[src/rtl/hazard_ctrl.sv]
`default_nettype none
// ============================================================================
// Module      : hazard_ctrl
// Description : Pipeline hazard controller. It handles load-use stalls
//               (LOAD_STALL cycles long), memory-busy freezes and taken-branch
//               flushes, and keeps a saturating count of stalled PC cycles.
// Revision    : 1.0 - initial release
// ============================================================================
module hazard_ctrl #(
    parameter int REG_DIR_WIDTH = 3,
    parameter int LOAD_STALL    = 1,
    parameter int PERF_W        = 16
) (
    input  logic                     clk,
    input  logic                     rst,
    input  logic [REG_DIR_WIDTH-1:0] IDEXRegisterRt,
    input  logic [REG_DIR_WIDTH-1:0] IFIDRegisterRs,
    input  logic [REG_DIR_WIDTH-1:0] IFIDRegisterRt,
    input  logic                     IFIDUsesRt,
    input  logic                     IDEXMemRead,
    input  logic                     BranchTaken,
    input  logic                     MemBusy,
    input  logic                     PerfClear,
    output logic                     PCWrite,
    output logic                     IFIDWrite,
    output logic                     IDEXWrite,
    output logic                     EXMEMWrite,
    output logic                     CControl,
    output logic                     IFIDFlush,
    output logic                     StallActive,
    output logic [PERF_W-1:0]        StallCycles
);

    // The counter only needs to hold LOAD_STALL-1 (the cycles left after the
    // first stall cycle), but it is kept at least one bit wide.
    localparam int                c_CNT_W    = $clog2(LOAD_STALL + 1);
    localparam logic [c_CNT_W-1:0] c_CNT_LOAD = c_CNT_W'(LOAD_STALL - 1);
    localparam logic [c_CNT_W-1:0] c_CNT_ONE  = c_CNT_W'(1);
    localparam logic [PERF_W-1:0]  c_PERF_MAX = {PERF_W{1'b1}};

    typedef enum logic [0:0] {
        IDLE  = 1'b0,
        STALL = 1'b1
    } state_t;

    state_t             r_state_q;
    state_t             w_state_d;
    logic [c_CNT_W-1:0] r_cnt_q;
    logic [c_CNT_W-1:0] w_cnt_d;
    logic [PERF_W-1:0]  r_perf_q;
    logic [PERF_W-1:0]  w_perf_d;

    logic w_hit;
    logic w_pc_write;
    logic w_ifid_write;
    logic w_idex_write;
    logic w_exmem_write;
    logic w_ccontrol;
    logic w_ifid_flush;
    logic w_stall_active;

    // Load-use hazard: the load in EX writes a register the ID instruction
    // reads. Register 0 is hardwired and never creates a dependency.
    assign w_hit = IDEXMemRead && (IDEXRegisterRt != '0) &&
                   ((IDEXRegisterRt == IFIDRegisterRs) ||
                    (IFIDUsesRt && (IDEXRegisterRt == IFIDRegisterRt)));

    // Next state and stage controls, in priority order reset > busy > branch > stall.
    always_comb begin
        w_state_d      = r_state_q;
        w_cnt_d        = r_cnt_q;
        w_pc_write     = 1'b1;
        w_ifid_write   = 1'b1;
        w_idex_write   = 1'b1;
        w_exmem_write  = 1'b1;
        w_ccontrol     = 1'b1;
        w_ifid_flush   = 1'b0;
        w_stall_active = 1'b0;

        if (rst) begin
            // Outputs stay at their free-running values; the register
            // process clears the state on the edge.
            w_state_d = IDLE;
            w_cnt_d   = '0;
        end else if (MemBusy) begin
            // Freeze every stage; a pending stall neither advances nor ends.
            w_pc_write    = 1'b0;
            w_ifid_write  = 1'b0;
            w_idex_write  = 1'b0;
            w_exmem_write = 1'b0;
        end else if (BranchTaken) begin
            // The wrong-path instructions are squashed, so any pending stall is moot.
            w_ifid_flush = 1'b1;
            w_ccontrol   = 1'b0;
            w_state_d    = IDLE;
            w_cnt_d      = '0;
        end else if (r_state_q == STALL) begin
            w_pc_write     = 1'b0;
            w_ifid_write   = 1'b0;
            w_ccontrol     = 1'b0;
            w_stall_active = 1'b1;
            w_cnt_d        = r_cnt_q - c_CNT_ONE;
            w_state_d      = (r_cnt_q == c_CNT_ONE) ? IDLE : STALL;
        end else if (w_hit) begin
            w_pc_write     = 1'b0;
            w_ifid_write   = 1'b0;
            w_ccontrol     = 1'b0;
            w_stall_active = 1'b1;
            // The current cycle is the first stall cycle, so only
            // LOAD_STALL-1 cycles remain to be counted in STALL.
            if (LOAD_STALL > 1) begin
                w_state_d = STALL;
                w_cnt_d   = c_CNT_LOAD;
            end
        end
    end

    // Stall-cycle counter: clear wins over increment, and the count saturates.
    always_comb begin
        w_perf_d = r_perf_q;
        if (PerfClear) begin
            w_perf_d = '0;
        end else if (!w_pc_write && (r_perf_q != c_PERF_MAX)) begin
            w_perf_d = r_perf_q + PERF_W'(1);
        end
    end

    // State, stall counter and performance counter registers.
    always_ff @(posedge clk) begin
        if (rst) begin
            r_state_q <= IDLE;
            r_cnt_q   <= '0;
            r_perf_q  <= '0;
        end else begin
            r_state_q <= w_state_d;
            r_cnt_q   <= w_cnt_d;
            r_perf_q  <= w_perf_d;
        end
    end

    assign PCWrite     = w_pc_write;
    assign IFIDWrite   = w_ifid_write;
    assign IDEXWrite   = w_idex_write;
    assign EXMEMWrite  = w_exmem_write;
    assign CControl    = w_ccontrol;
    assign IFIDFlush   = w_ifid_flush;
    assign StallActive = w_stall_active;
    assign StallCycles = r_perf_q;

endmodule
`default_nettype wire

[config.mk]
export PLATFORM = sky130hd
export DESIGN_NAME = hazard_ctrl
export DESIGN_NICKNAME = d
export VERILOG_FILES = /design/src/rtl/hazard_ctrl.sv
export SDC_FILE = /design/constraint.sdc
export NUM_CORES = 1
export LEC_CHECK = 0
export ABC_AREA = 1
export CORE_MARGIN = 2
export CORE_UTILIZATION = 41
export CTS_CLUSTER_SIZE = 16
export DETAILED_ROUTE_END_ITERATION = 6
export PLACE_DENSITY = 0.76
export RECOVER_POWER = 25
export SLEW_MARGIN = 20
export SYNTH_ARGS = -nofsm -noshare
export SYNTH_HDL_FRONTEND = slang
export SYNTH_SLANG_ARGS = --single-unit
[constraint.sdc]
create_clock -name clk -period 1.6 [get_ports clk]
set_input_delay 0.4 -clock clk [delete_from_list [all_inputs] [get_ports clk]]
set_output_delay 0.4 -clock clk [all_outputs]
set_load 0.02 [all_outputs]
==> results of run 1 <==
## path summary, 6_finish.rpt
path,slack [ps],cells past startpoint,to,from
worst max-delay path,-110,7,CControl,IDEXRegisterRt[0]
worst max register to register,60,11,StallCycles[13],StallCycles[0]
worst min register to register,470,2,r_state_q,r_state_q
worst min-delay path,470,2,r_state_q,r_state_q
## timing repair
action | 4_1_cts | 5_1_grt
buffers inserted | 0 | 2
setup endpoints to repair | 39 | 20
pin swaps | 15 | 24
gates resized for setup | 102 | 37
## cell families after synthesis
kind of cell	share of synthesized area (%)
compound gates	8.87
xor+xnor	1.43
fa+ha+maj	1.02
buf+inv	10.7
flops	29.4
simple gates	48.6
## metal layers
metal	up-vias	wire length (µm)	track usage, %	part of all wire (%)
met5	-	0	0	0
met4	0	44	5.84	1.4
met3	5	143	4.84	4.6
met2	28	1470	29.7	48
met1	602	1420	23.4	46
li1	730	-	-	-
## through the flow
stage                     setup TNS, ps  setup slack [ps]  instances  hold WS (ps)  util, %
after detailed placement         -16490              -983        278           452     63.8
after floorplan                   -56.9             -56.9        193           427        -
after global placement           -15930              -965        278           452     63.8
final                              -288              -110        284           473     67.4
after CTS                          -381              -122        282           470     63.2
after global routing              -1340              -156        284           489     67.4
## placed cells by master (no fill, tap or decap), types with 2 or more instances in the layout
master | Yosys | final
nand2_1 | 53 | 44
nor2_1 | 34 | 31
dlygate4sd2_1 | 0 | 20
buf_4 | 4 | 20
a21oi_1 | 15 | 14
dfxtp_1 | 18 | 13
inv_1 | 20 | 13
nand3_1 | 11 | 11
buf_6 | 0 | 11
nor2_2 | 7 | 9
nand2_2 | 0 | 8
buf_2 | 2 | 6
inv_2 | 2 | 5
nand4_1 | 4 | 4
nand3_2 | 6 | 4
clkbuf_4 | 0 | 4
dfxtp_2 | 0 | 3
inv_4 | 0 | 3
nand3_4 | 1 | 3
dfxtp_4 | 0 | 2
nand2_4 | 1 | 2
nor2_4 | 1 | 2
nor3_4 | 1 | 2
nand3b_1 | 2 | 2
o21ai_0 | 3 | 2
buf_8 | 0 | 2
## final cells by class
cell class | count | area, µm²
fill | 251 | 913
tap | 31 | 38.8
timing repair buffer | 62 | 532
clock buffer | 4 | 26.3
inverter | 23 | 106
multi-input combinational | 146 | 817
sequential | 18 | 372
## critical path: stages
cell     delay (ps)
buf_8           110
o31a_1          290
nand2_1          80
nand2_2          70
buf_6           120
o21ai_2         130
buf_6           130
## registers in the layout, summed over array words and instances (netlist names)
register	count
r_state_q	1
r_cnt_q	1
StallCycles	16
## Yosys cell counts
| cell | count | share of area [%] |
|---|---|---|
| nand3b_1 | 2 | 1.2 |
| nor2_4 | 1 | 0.92 |
| buf_2 | 2 | 0.82 |
| o21ai_0 | 3 | 1.2 |
| nand3_2 | 6 | 4.9 |
| dfxtp_1 | 18 | 29 |
| ha_1 | 1 | 1.0 |
| buf_4 | 4 | 2.4 |
| o31a_1 | 1 | 0.71 |
| clkinv_4 | 1 | 0.71 |
| inv_1 | 20 | 6.1 |
| o211a_1 | 1 | 0.82 |
| nand3_1 | 11 | 4.5 |
| inv_2 | 2 | 0.61 |
| nor2_1 | 34 | 10 |
| nor3_1 | 1 | 0.41 |
| nand4_1 | 4 | 2.0 |
| nand2_1 | 53 | 16 |
| nor3_4 | 1 | 1.3 |
| xor2_1 | 1 | 0.71 |
| a21oi_1 | 15 | 6.1 |
| xnor2_1 | 1 | 0.71 |
| nand3_4 | 1 | 1.4 |
| nor2_2 | 7 | 3.6 |
| nand2_4 | 1 | 0.92 |
| nor3_2 | 1 | 0.82 |
## power groups by stage
stage / registers, µW / clock network [µW] / logic, µW
5_1_grt: 457 / 278 / 208
6_report: 455 / 243 / 190
2_1_floorplan: 469 / 0 / 91.6
3_5_place_dp: 464 / 0 / 186
3_3_place_gp: 464 / 0 / 185
4_1_cts: 454 / 249 / 178
==> results.md, run 1 <==
- Htree depth: 1
- Pleak: 0.000929 µW
- Initial DRC count: 46
- Number of synthesized register bits: 18
- # Max-Cap Violations: 0
- Final setup vio count: 4
- Hold Crit Class: reg -> reg
- CTS max path bufs: 2
- Status: finished with violations
- RSZ-0062 raised after global routing: true
- Hold-fix buffers, CTS: 0
- Setup ws final: -110 ps
- DRT Pass-1 Iters: 6
- Worst vdd ir: 0.381 mV
- First-pass GRT wire length: 4.82 mm
- Overall Global Routing Usage: 18.2%
- Rows: 19
- P_sw: 248 µW
- Final WL: 3.08 mm
- Antenna Cells: 0
- Layout cells sized above 1: 36.4%
- GP Congestion: 0.757
- Startpoint types: input port
- Clock transition at path regs: 100 ps
- Gr ovfl total: 0
- Pwr/cell area: 470 nW/µm²
- Int Pwr: 641 µW
- Clock Latency Late Sink: 300 ps
- Largest net degree at the start of global routing: 31
- Initial core utilization: 43.8%
- Routed via count: 1365
- Post-Synthesis Cells: 193
- Endpoints failing hold: 0
- Warnings from Yosys: 0
- Critical setup path kind: in -> out
- DRC Markers: 4
- Core Area: 2810 µm²
- Tmin final: 1710 ps
- Dpl cell area: 1790 µm²
- Syn Area/Cell: 6.36 µm²
- Layout Nets: 271
- Post-route ant nets: 0
- Post-Syn Nets: 210
- Routed wire per std cell: 10.9 µm
- Failing checks: design-rule violations, negative setup slack
- Crit. End Element: primary output
- Max-slew violation count: 0
- Clock Skew: 3.00 ps
- DP Wirelength: 2.23 mm
- Via density: 4.81
- Post-route cell area: 1890 µm²
- Top Ports: 39
- Chip Height: 58.7 µm
- Clock power share: 27.4%
- Power, Total: 889 µW
- Vias in the first global route: 1163
- CTS tree: yes
- Initial antenna violation count: 0
- CP required: 1200 ps
- Clock sink count: 18
- Die W: 58.7 µm
- Post-Syn Area: 1230 µm²
- Num CTS Buffers: 3
- Sequential share of power: 51.2%
- CP arrival: 1310 ps
- Worst Tran Pin Value: 323 ps
- Post-synthesis sequential area ratio: 29.4%
- F_max: 0.585 GHz
- PortBufs: 38
- Root buffer cell: clkbuf_4
- Slew Limit Headroom: 78.5%
- Area delta synth->final: 54.1%
- Combinational fraction of design power: 21.4%
- Die Area: 3450 µm²
- Yosys cell types: 26
- Fin crit share: 107%
- Crit Path Max Fanout: 4
- Switching Share: 27.9%
Note: power is estimated with default switching activity, not from simulation.
==> run 2, diff against run 1 <==
--- a/config.mk
+++ b/config.mk
@@ -8,6 +8,7 @@
 export ABC_AREA = 1
 export CORE_MARGIN = 2
 export CORE_UTILIZATION = 41
+export CTS_CLUSTER_DIAMETER = 60
 export CTS_CLUSTER_SIZE = 16
 export DETAILED_ROUTE_END_ITERATION = 6
 export PLACE_DENSITY = 0.76
==> results of run 2 <==
No change in the layout: final DEF, timing and power equal those of run 1.
==> run 3, diff against run 2 <==
--- a/config.mk
+++ b/config.mk
@@ -6,12 +6,13 @@
 export NUM_CORES = 1
 export LEC_CHECK = 0
 export ABC_AREA = 1
+export CORE_ASPECT_RATIO = 1.1
 export CORE_MARGIN = 2
 export CORE_UTILIZATION = 41
 export CTS_CLUSTER_DIAMETER = 60
 export CTS_CLUSTER_SIZE = 16
 export DETAILED_ROUTE_END_ITERATION = 6
-export PLACE_DENSITY = 0.76
+export PLACE_DENSITY = 0.75
 export RECOVER_POWER = 25
 export SLEW_MARGIN = 20
 export SYNTH_ARGS = -nofsm -noshare
==> results.md, run 3 (same netlist as run 1, synthesis figures left out) <==
- Status: finished with violations
- Failing checks: negative setup slack
- # Max-Cap Violations: 0 (unchanged)
- CP bufs+invs: 3 (unchanged)
- Initial core utilization: 43.8% (about the same)
- Dpl cell area: 1770 µm² (-1.1%)
- Largest net degree at the start of global routing: 31 (unchanged)
- Die Area: 3450 µm² (about the same)
- Final WL: 3.25 mm (+5.4%)
- Post-route ant nets: 0 (unchanged)
- Routed wire per std cell: 11.4 µm (+5.0%)
- Root buffer cell: clkbuf_4
- Clock Latency Late Sink: 300 ps (about the same)
- Vias in the first global route: 1186 (+2.0%)
- Worst vdd ir: 0.443 mV (+16%)
- GP Congestion: 0.828 (+9.4%)
- Startpoint types: input port
- Endpoints failing hold: 0 (unchanged)
- Pwr/cell area: 477 nW/µm² (+1.5%)
- Initial antenna violation count: 0 (unchanged)
- Crit Path Max Fanout: 4 (unchanged)
- Final setup vio count: 11 (+7)
- Worst stage delay on the critical path: 290 ps (about the same)
- CP delay by family, top: compound AO/OA/AOI/OAI gates
- Most common cell after layout, fill and taps aside: nand2_1
- CTS tree: yes
- First-pass GRT wire length: 4.84 mm (+0.41%)
- Via density: 4.91 (+2.1%)
- CP arrival: 1320 ps (about the same)
- Layout cells sized above 1: 38.5% (+2.1 points)
- Slowest cell on crit path: o31a_1
- F_max: 0.581 GHz (-0.57%)
- CP required: 1200 ps (about the same)
- Power, Total: 933 µW (+5.0%)
- Top Ports: 39 (unchanged)
- Clock sink count: 18 (unchanged)
- DRC Markers: 0 (-4)
- Rows: 20 (+1)
- Hold-fix buffers, CTS: 0 (unchanged)
- Fin crit share: 108% (+0.61 points)
- Gr ovfl total: 0 (unchanged)
- CTS max path bufs: 2 (unchanged)
- Initial DRC count: 18 (-61%)
- Hold Crit Class: in -> reg
- Critical path, cell by cell: buf_8 -> o31a_1 -> nand2_1 -> nand2_2 -> buf_6 -> o21ai_2 -> buf_6
- Tmin final: 1720 ps (+9.78 ps)
- Core Area: 2800 µm² (about the same)
- Util after Layout: 69.8% (+2.3 points)
- Crit. End Element: primary output
- Clock transition at path regs: 100 ps (about the same)
- Critical setup path kind: in -> out
- Slew Limit Headroom: 77.2% (-1.3 points)
- Setup TNS: -474 ps (-186 ps)
- Most frequent cells in the layout: nand2_1, nor2_1, dlygate4sd2_1
- Crit path top cell by count: buf_6
- Die W: 56.2 µm (-4.3%)
- DP Wirelength: 2.09 mm (-6.3%)
- Reg2Reg Launch Point: StallCycles[4]
- Max FFs per register: 16 (unchanged)
- Overall Global Routing Usage: 17.5% (-0.71 points)
- Worst Tran Pin Value: 342 ps (+19.3 ps)
- PortBufs: 38 (unchanged)
- Max-slew violation count: 0 (unchanged)
- Layout Nets: 270 (-0.37%)
- Pleak: 0.000959 µW (+3.2%)
- Setup ws final: -120 ps (-9.78 ps)
- Post-route cell area: 1960 µm² (+3.4%)
- DRT Pass-1 Iters: 4 (-2)
- Clock Skew: 6.93 ps (+3.92 ps)
- RSZ-0062 raised after global routing: true
- Num CTS Buffers: 3 (unchanged)
- Antenna Cells: 0 (unchanged)
- Routed via count: 1399 (+2.5%)
- Htree depth: 1 (unchanged)
- Chip Height: 61.4 µm (+4.5%)
- Launch point of the worst path: IDEXRegisterRt[0]
- Area delta synth->final: 59.3%
- Hold Slack: 476 ps (+2.70 ps)
- Hold path start: rst
-- run 3: worst paths after layout --
check | end | slack, ps | cells after the start
worst max-delay path | CControl | -120 | 7
worst min-delay path | r_state_q | 480 | 2
worst max register to register | StallCycles[5] | -30 | 10
worst min register to register | r_state_q | 480 | 2
-- run 3: timing repair --
action | CTS | global route
pin swaps | 16 | 28
setup buffers | 0 | 4
endpoints found under the setup margin | 39 | 23
gates resized for setup | 106 | 43
gates cloned | 0 | 0
-- run 3: area by class of cell --
type | instances | area [µm²]
clock buffer | 4 | 36.3
multi-input combinational | 146 | 850
fill | 250 | 847
inverter | 23 | 104
tap | 33 | 41.3
sequential | 18 | 379
timing repair buffer | 61 | 546
-- run 3: power breakdown --
group          switching [µW]  internal (µW)
clock network             150            139
registers                5.28            447
logic                    99.5           92.3
-- run 3: per-layer routing --
layer,GRT usage [%],vias up,share of wire [%]
li1,-,730,-
met1,21.5,638,42
met4,6.12,0,1.4
met3,2.73,5,3.5
met2,31.6,26,53
met5,0,-,0
-- run 3: metrics by stage --
step,setup slack (ps),cells
after floorplan,-56.9,193
after global placement,-973,277
after detailed placement,-997,277
after CTS,-111,281
after global routing,-206,285
final,-120,285
